`config.mk`:
```
export PLATFORM = sky130hd
export DESIGN_NAME = reg_bank_arbiter
export DESIGN_NICKNAME = d
export VERILOG_FILES = /design/src/rtl/reg_bank_arbiter_pkg.sv /design/src/rtl/reg_bank_arbiter_rr_picker.sv /design/src/rtl/reg_bank_arbiter.sv
export SDC_FILE = /design/constraint.sdc
export NUM_CORES = 1
export LEC_CHECK = 0
export CORE_MARGIN = 2
export CORE_UTILIZATION = 39
export CTS_BUF_LIST = sky130_fd_sc_hd__clkbuf_8
export DETAILED_ROUTE_END_ITERATION = 12
export PLACE_DENSITY = 0.78
export SLEW_MARGIN = 20
export SYNTH_ARGS = -nofsm -noshare
export SYNTH_HDL_FRONTEND = slang
export SYNTH_SLANG_ARGS = --single-unit
```
`constraint.sdc`:
```
create_clock -name clk -period 1.3 [get_ports clk]
set_clock_uncertainty 0.05 [all_clocks]
set_input_delay 0.26 -clock clk [delete_from_list [all_inputs] [get_ports clk]]
set_output_delay 0.26 -clock clk [all_outputs]
set_load 0.05 [all_outputs]
```
`src/rtl/reg_bank_arbiter_pkg.sv`:
```
// Shared FSM encoding and default sizing for the round-robin register-bank arbiter.
package reg_bank_arbiter_pkg;

   localparam int unsigned DefN = 4;
   localparam int unsigned DefW = 8;

   typedef enum logic [1:0] {
      StIdle    = 2'd0,
      StGrant   = 2'd1,
      StRelease = 2'd2
   } state_e;

endpackage

```
`src/rtl/reg_bank_arbiter_rr_picker.sv`:
```
// Combinational round-robin picker: first set request searching upward from last+1 with wrap.
module rr_picker
   import reg_bank_arbiter_pkg::*;
#(
   parameter int unsigned N  = DefN,
   parameter int unsigned LW = $clog2(DefN)
) (
   input  logic [N-1:0]  req_i,
   input  logic [LW-1:0] last_i,
   output logic [LW-1:0] sel_o,
   output logic          valid_o
);

   int unsigned idx;

   always_comb begin
      sel_o   = '0;
      valid_o = 1'b0;
      idx     = 0;
      // Offset N revisits last itself, so a lone request from the last owner still wins.
      for (int unsigned k = 1; k <= N; k++) begin
         idx = (int'(last_i) + k) % N;
         if (!valid_o && req_i[idx]) begin
            valid_o = 1'b1;
            sel_o   = LW'(idx);
         end
      end
   end

endmodule

```
`src/rtl/reg_bank_arbiter.sv`:
```
// Round-robin arbiter granting one requester at a time write access to a shared W-bit register.
module reg_bank_arbiter
   import reg_bank_arbiter_pkg::*;
#(
   parameter int unsigned N = DefN,
   parameter int unsigned W = DefW
) (
   input  logic                 clk,
   input  logic                 rst_n,
   input  logic [N-1:0]         req,
   input  logic [N*W-1:0]       d,
   output logic [N-1:0]         gnt,
   output logic [W-1:0]         q,
   output logic [$clog2(N)-1:0] owner,
   output logic                 busy,
   output logic [7:0]           wr_count
);

   localparam int unsigned LW = $clog2(N);

   state_e         state_q;
   logic [N-1:0]   gnt_q;
   logic [LW-1:0]  sel_q;
   logic [LW-1:0]  last_q;
   logic [LW-1:0]  owner_q;
   logic [7:0]     wr_count_q;
   logic [LW-1:0]  pick_sel;
   logic           pick_valid;
   logic [W-1:0]   bank_q;
   logic [W-1:0]   bank_d;
   logic           bank_we;
   logic [N-1:0]   one_hot_base;

   assign one_hot_base = {{(N-1){1'b0}}, 1'b1};

   rr_picker #(
      .N  (N),
      .LW (LW)
   ) u_rr_picker (
      .req_i   (req),
      .last_i  (last_q),
      .sel_o   (pick_sel),
      .valid_o (pick_valid)
   );

   always_ff @(posedge clk) begin
      if (!rst_n) begin
         state_q    <= StIdle;
         gnt_q      <= '0;
         sel_q      <= '0;
         last_q     <= LW'(N - 1);
         owner_q    <= '0;
         wr_count_q <= 8'd0;
      end else begin
         unique case (state_q)
            StIdle: begin
               if (pick_valid) begin
                  state_q <= StGrant;
                  sel_q   <= pick_sel;
                  gnt_q   <= one_hot_base << pick_sel;
               end else begin
                  gnt_q <= '0;
               end
            end
            // The write commits here even if req[sel] already dropped.
            StGrant: begin
               owner_q    <= sel_q;
               last_q     <= sel_q;
               wr_count_q <= wr_count_q + 8'd1;
               state_q    <= StRelease;
            end
            StRelease: begin
               if (!req[sel_q]) begin
                  gnt_q   <= '0;
                  state_q <= StIdle;
               end
            end
            default: begin
               gnt_q   <= '0;
               state_q <= StIdle;
            end
         endcase
      end
   end

   // Shared register bank: loads only on the GRANT exit edge.
   assign bank_we = (state_q == StGrant);
   assign bank_d  = d[int'(sel_q)*W +: W];

   always_ff @(posedge clk) begin
      if (!rst_n) begin
         bank_q <= '0;
      end else if (bank_we) begin
         bank_q <= bank_d;
      end
   end

   assign gnt      = gnt_q;
   assign q        = bank_q;
   assign owner    = owner_q;
   assign busy     = (state_q != StIdle);
   assign wr_count = wr_count_q;

endmodule

```
==> flow_metrics.tcl, run 1 <==
set metrics [dict create \
    outcome "finished with violations" \
    violations "negative setup slack" \
    worst_path_largest_cell_delay_ps 530 \
    track_usage_pct 20.27 \
    root_buffer "clkbuf_8" \
    synth-seq-cells 28 \
    fmax_ghz 0.6896 \
    fp.coreArea_mm2 0.003390 \
    critPathLaunchType "flip-flop" \
    total_power_mw 2.891 \
    p_sw_share_pct 31.03 \
    clockBufferDepth 2 \
    end_kind "flip-flop" \
    cts_tree "yes" \
    yosysUniqueCellTypes 35 \
    viasPerCell 5.347 \
    grt_pass1_wl_um 6479 \
    drive_above_1_share_pct 43.84 \
    worstPathRequired_ps 1440 \
    antenna_cells 0 \
    cts_sinks 28 \
    synth_area_mm2 0.001406 \
    ys_async_sr_fraction_pct 0 \
    p_switching_mw 0.8968 \
    max_cap_violations 0 \
    period_share_pct 111.6 \
    cp_num_cells 4 \
    dp_hpwl_um 3129 \
    drtIter0Drc 78 \
    die_y_um 64.05 \
    die_width_um 64.05 \
    path_buf_inv 0 \
    clk_latency_ps 290 \
    drt_wl_total_um 4472 \
    grt_pass1_vias 1354 \
    cts.clk_slew.worst_paths_ps 100 \
    ios 61 \
    synthesis.instances 139 \
    wl_met1_um 1722 \
    comb_power_share_pct 40.0 \
    detail-route-antenna-nets 0 \
    port_buffers 60 \
    dieArea_mm2 0.004102 \
    final-setup-viol-count 10 \
    hold_violations 0 \
    finalCriticalPeriod_ps 1450 \
    numCtsBuffers 3 \
    critical_path_class "flip-flop to flip-flop" \
    yosys_warnings 0 \
    synth.net_count 178 \
    post-route-drc-count 0 \
    row_count 21 \
    leakage_nw 1.073 \
    path_delay_family "multiplexers" \
    crit_path_max_fanout 5 \
    tightest_slew_ps 367.8 \
    initial_core_util_pct 41.49 \
    power_density_mw_per_mm2 1075 \
    reg2reg_depth 4 \
    internal_power_mw 1.994 \
    worstPathCellList "mux4_2 > nand3b_4 > a21boi_4 > a22o_1" \
    vias 1417 \
    n_fill_cell 180 \
    finalWorstSetupSlack_ps -150.2 \
    synth_edf_count 0 \
    wl_met3_um 140 \
    area_growth_pct 91.28 \
    relSlewSlack_pct 75.22 \
    syn_area_per_cell_um2 10.12 \
    critPathSlowestCell "mux4_2" \
    grt_overflow 0 \
    hold_class "flip-flop to flip-flop" \
    drv_slew 0 \
    power.clock.fraction_pct 24.6 \
    rsz0062_at_grt "true" \
    antenna_found_initial 0 \
    wl_per_cell_um 16.88 \
    gp_congestion 0.8396 \
    first_pass_iters 4 \
    whs_path_depth 2 \
    grt_max_degree 21 \
    ys.flop_type "dfxtp_1" \
    layout.nets 259 \
    worst_ir_drop_vdd_mv 0.9027 \
    place_ws_ps -596.2 \
    yosysSeqAreaShare_pct 39.86 \
    fin_util_pct 79.37 \
    cts_max_level 1 \
    top_layer "met4" \
    seqPwrFrac_pct 35.4 \
    met2_length_um 2436 \
    crit_arrival_ps 1590 \
]
==> per-layer routing <==
layer	vias to the layer above	GRT usage [%]
met5	-	0
met1	708	23.96
met2	41	35.81
met3	16	2.289
met4	0	10.60
li1	652	-
==> logic make-up after synthesis <==
family | synth area share [%]
muxes | 15.12
buffers and inverters | 3.737
xor gates and xnor gates | 3.737
and+or+nand+nor | 22.33
DFF | 39.86
AOI/OAI and AO/OA | 14.32
adders and majority gates | 0.8895
==> synth_stat cells, drive strengths merged (2+ instances only) <==
master,n,share of area [%]
dfxtp,28,40
nand2b,3,1.3
or3,2,0.89
clkbuf,2,0.53
nand3,3,1.1
nor2,3,0.80
a22o,2,1.2
nand2,29,7.7
mux4,9,14
o21ai,3,1.1
a21oi,2,0.71
xnor2,4,2.5
nand4,3,1.3
xor2,2,1.2
a21boi,14,8.3
buf,6,3.2
and2,6,2.7
nor3b,2,1.4
nor2b,2,0.89
nor3,3,1.1
nand3b,2,1.3
==> sequential cells by signal, summed over array words and instances, names as in the netlist <==
register	flops
wr_count	8
owner	2
sel_q	2
q	8
last_q	2
state_q	2
gnt	4
==> power groups by stage <==
stage / Sequential, mW / Combinational (mW) / Clock, mW
finish: 1.02 / 1.16 / 0.711
global route: 1.03 / 1.21 / 0.743
global placement: 1.03 / 0.941 / 0
CTS: 1.02 / 1.05 / 0.714
detailed placement: 1.03 / 0.968 / 0
floorplan: 1.16 / 0.365 / 0
==> path summary, 6_finish.rpt <==
kind                            startpoint  endpoint  slack (ps)
worst min-delay path                  q[4]      q[4]         450
worst min register to register        q[4]      q[4]         450
worst max-delay path              sel_q[1]    gnt[1]        -150
worst max register to register    sel_q[1]    gnt[1]        -150
==> cell usage in the layout (no fill, tap or decap), drive strengths merged <==
cell	synthesis	final
nand2b	3	3
a21oi	2	2
dlygate4sd2	0	4
and2	6	6
a21boi	14	14
a21o	1	1
or3	2	2
xor2	2	2
and3	1	1
nor4	1	1
bufinv	0	1
nor2b	2	2
or2	1	1
a22o	2	2
clkbuf	2	3
clkdlybuf4s50	0	33
mux4	9	9
ha	1	1
o21ai	3	3
nand2	29	29
a2bb2o	1	1
mux2i	1	1
nor3b	2	2
a31oi	1	1
nand3	3	3
nand3b	2	2
buf	6	47
xnor2	4	4
nor3	3	3
dfxtp	28	28
o2bb2ai	1	1
nor2	3	3
nand4	3	3
==> final cells by class <==
class                   count  area [um2]  area share [%]
repair buffers             84        1061           39.44
multi-input cells         103       923.4           34.33
flip-flops and latches     28       576.8           21.44
well taps                  46       57.56           2.140
clock buffers               3       41.29           1.535
clock inverters             1       30.03           1.116
==> what timing repair did <==
action | in CTS | in global routing
hold buffers | 0 | 0
setup buffers | 4 | 5
setup endpoints to repair | 16 | 25
gates cloned | 1 | 0
gates resized for setup | 25 | 27
pin swaps | 7 | 17
==> worst reg2reg max path, cell delays in order (launching register included) <==
cell and delay [ps]:
dfxtp_2 360, mux4_2 530, nand3b_4 100, a21boi_4 70
a22o_1 240
==> stage by stage <==
stage	cell area (um2)	cells	hold slack, ps	setup TNS (ps)
after global placement	2381	251	438.0	-4005
after floorplan	1431	139	356.3	-182.0
after CTS	2550	260	452.1	-600.9
after global routing	2690	265	482.1	-1093
final	2690	265	454.7	-696.8
after detailed placement	2381	251	451.2	-5324
Power figures use the tool's default switching activity.
==> run 2, diff against run 1 <==
Settings changed: CORE_MARGIN 2 to 8, SKIP_LAST_GASP from default to 1.
==> run 2 against run 1 <==
  * Critical path depth unchanged
  * Flip-flop and latch count is the same
  * Critical endpoint is now gnt[0]
  * Highest routed layer unchanged
  * The flow still finishes with violations (negative setup slack)
  * Via count fell by 4.3%
==> flow_metrics.tcl, run 2 (synthesis results as in run 1) <==
set metrics [dict create \
    drtIter0Drc 100 \
    multi_input_area_um2 912.1 \
    path_buf_inv 0 \
    grt_pass1_vias 1447 \
    whs_path_depth 2 \
    antenna_found_initial 0 \
    grt_pass1_wl_um 7231 \
    finalWorstSetupSlack_ps -165.0 \
    path_delay_family "multiplexers" \
    area_growth_pct 90.04 \
    register_area_um2 583.1 \
    crit_path_max_fanout 5 \
    violations "negative setup slack" \
    regToRegStartpoint "sel_q[1]" \
    end_kind "flip-flop" \
    gp_congestion 0.8490 \
    ff2ff_setup_slack_ps -160 \
    max_cap_violations 0 \
    clockBufferDepth 2 \
    rsz0062_at_grt "true" \
    clk_latency_ps 280 \
    post-route-drc-count 0 \
    n_fill_cell 204 \
    drt_wl_total_um 4579 \
    outcome "finished with violations" \
    place_ws_ps -571.8 \
    worstPathRequired_ps 1420 \
    hold_start "q[1]" \
    drv_slew 0 \
    critical_path_class "flip-flop to flip-flop" \
    r2r-end "gnt[0]" \
    postLayoutCellArea_mm2 0.002673 \
    antenna_cells 0 \
    viasPerCell 5.098 \
    cts_tree "yes" \
    cts_max_level 1 \
    tightest_slew_ps 372.7 \
    row_count 22 \
    relSlewSlack_pct 74.97 \
    dp_hpwl_um 3411 \
    wl_met3_um 62 \
    cts_sinks 28 \
    final_cell_mix "33 x clkdlybuf4s50_1, 24 x nand2_1, 24 x buf_12" \
    worstPathCellList "mux4_2 > nand3b_4 > a21boi_4 > a22o_1" \
    critPathLaunchType "flip-flop" \
    fp.coreArea_mm2 0.003551 \
    leakage_nw 1.054 \
    grt_overflow 0 \
    met2_length_um 2610 \
    final-setup-viol-count 12 \
    fmax_ghz 0.6826 \
    hold_violations 0 \
    port_buffers 60 \
    layout.nets 258 \
    total_power_mw 2.847 \
    power_density_mw_per_mm2 1065 \
    wl_met1_um 1822 \
    crit_arrival_ps 1590 \
    worst_ir_drop_vdd_mv 0.8489 \
    worst_path_largest_cell_delay_ps 540 \
    root_buffer "clkbuf_8" \
    dp_cells 256 \
    critPathSlowestCell "mux4_2" \
    numCtsBuffers 3 \
    grt_max_degree 17 \
    detail-route-antenna-nets 0 \
    placed_area_mm2 0.002406 \
    reg2reg_depth 4 \
    drive_above_1_share_pct 43.12 \
    layoutNonFillerInstCount 266 \
    worstSetupStartpoint "sel_q[1]" \
    final_common_cell "clkdlybuf4s50_1" \
    finalCriticalPeriod_ps 1465 \
    die_y_um 76.05 \
    min_to "q[1]" \
    cts.clk_slew.worst_paths_ps 100 \
    die_width_um 76.05 \
    dieArea_mm2 0.005784 \
    period_share_pct 112.7 \
    top_layer "met4" \
    track_usage_pct 15.03 \
    vias 1356 \
    wl_per_cell_um 17.21 \
    hold_class "flip-flop to flip-flop" \
    first_pass_iters 4 \
    ctsHoldBuffers 0 \
    ios 61 \
    initial_core_util_pct 39.61 \
]
==> run 2: cell types whose count changed in the layout (fill, tap and decap cells not counted), sizes merged <==
| cell | delta |
|---|---|
| buf | -1 |
==> run 2: worst max path at each step <==
| stage | to | depth (start not counted) |
|---|---|---|
| after floorplan | gnt[1] | 4 |
| after global placement | gnt[0] | 5 |
| after detailed placement | gnt[1] | 6 |
| after CTS | gnt[1] | 4 |
| after global routing | gnt[0] | 4 |
| final | gnt[0] | 4 |
==> run 2: area by class of cell <==
class | instances | share of cell area [%]
repair buffers | 83 | 39.14
multi-input cells | 103 | 34.13
flip-flops and latches | 28 | 21.82
well taps | 48 | 2.247
clock buffers | 3 | 1.545
clock inverters | 1 | 1.124
==> run 2: timing repair <==
| action | 4_1_cts | 5_1_grt |
|---|---|---|
| buffers inserted | 5 | 0 |
| gates cloned | 1 | 0 |
| pin swaps | 10 | 16 |
| endpoints found under the setup margin | 18 | 24 |
| gates resized for setup | 21 | 31 |
==> run 2: metrics by stage <==
step                      utilization (%)  hold WS, ps  TNS, ps
after floorplan                         -        356.3   -182.0
after global placement              67.76        438.4    -4202
after detailed placement            67.76        446.2    -4952
after CTS                           72.73        454.0   -915.1
after global routing                75.26        476.1    -1399
final                               75.26        450.2   -864.8
==> run 2: routing by layer <==
layer / GRT usage, % / up-vias
met5: 0 / -
li1: - / 649
met3: 2.241 / 8
met2: 28.11 / 24
met1: 16.12 / 675
met4: 6.731 / 0
==> run 2: report_power, final <==
part | switching (mW) | internal, mW
Clock | 0.277 | 0.413
Combinational | 0.494 | 0.634
Sequential | 0.0941 | 0.934
==> run 2: worst reg2reg max path: stages, from the launching register on <==
cell and delay, ps:
dfxtp_2 360, mux4_2 540, nand3b_4 110, a21boi_4 80
a22o_1 220
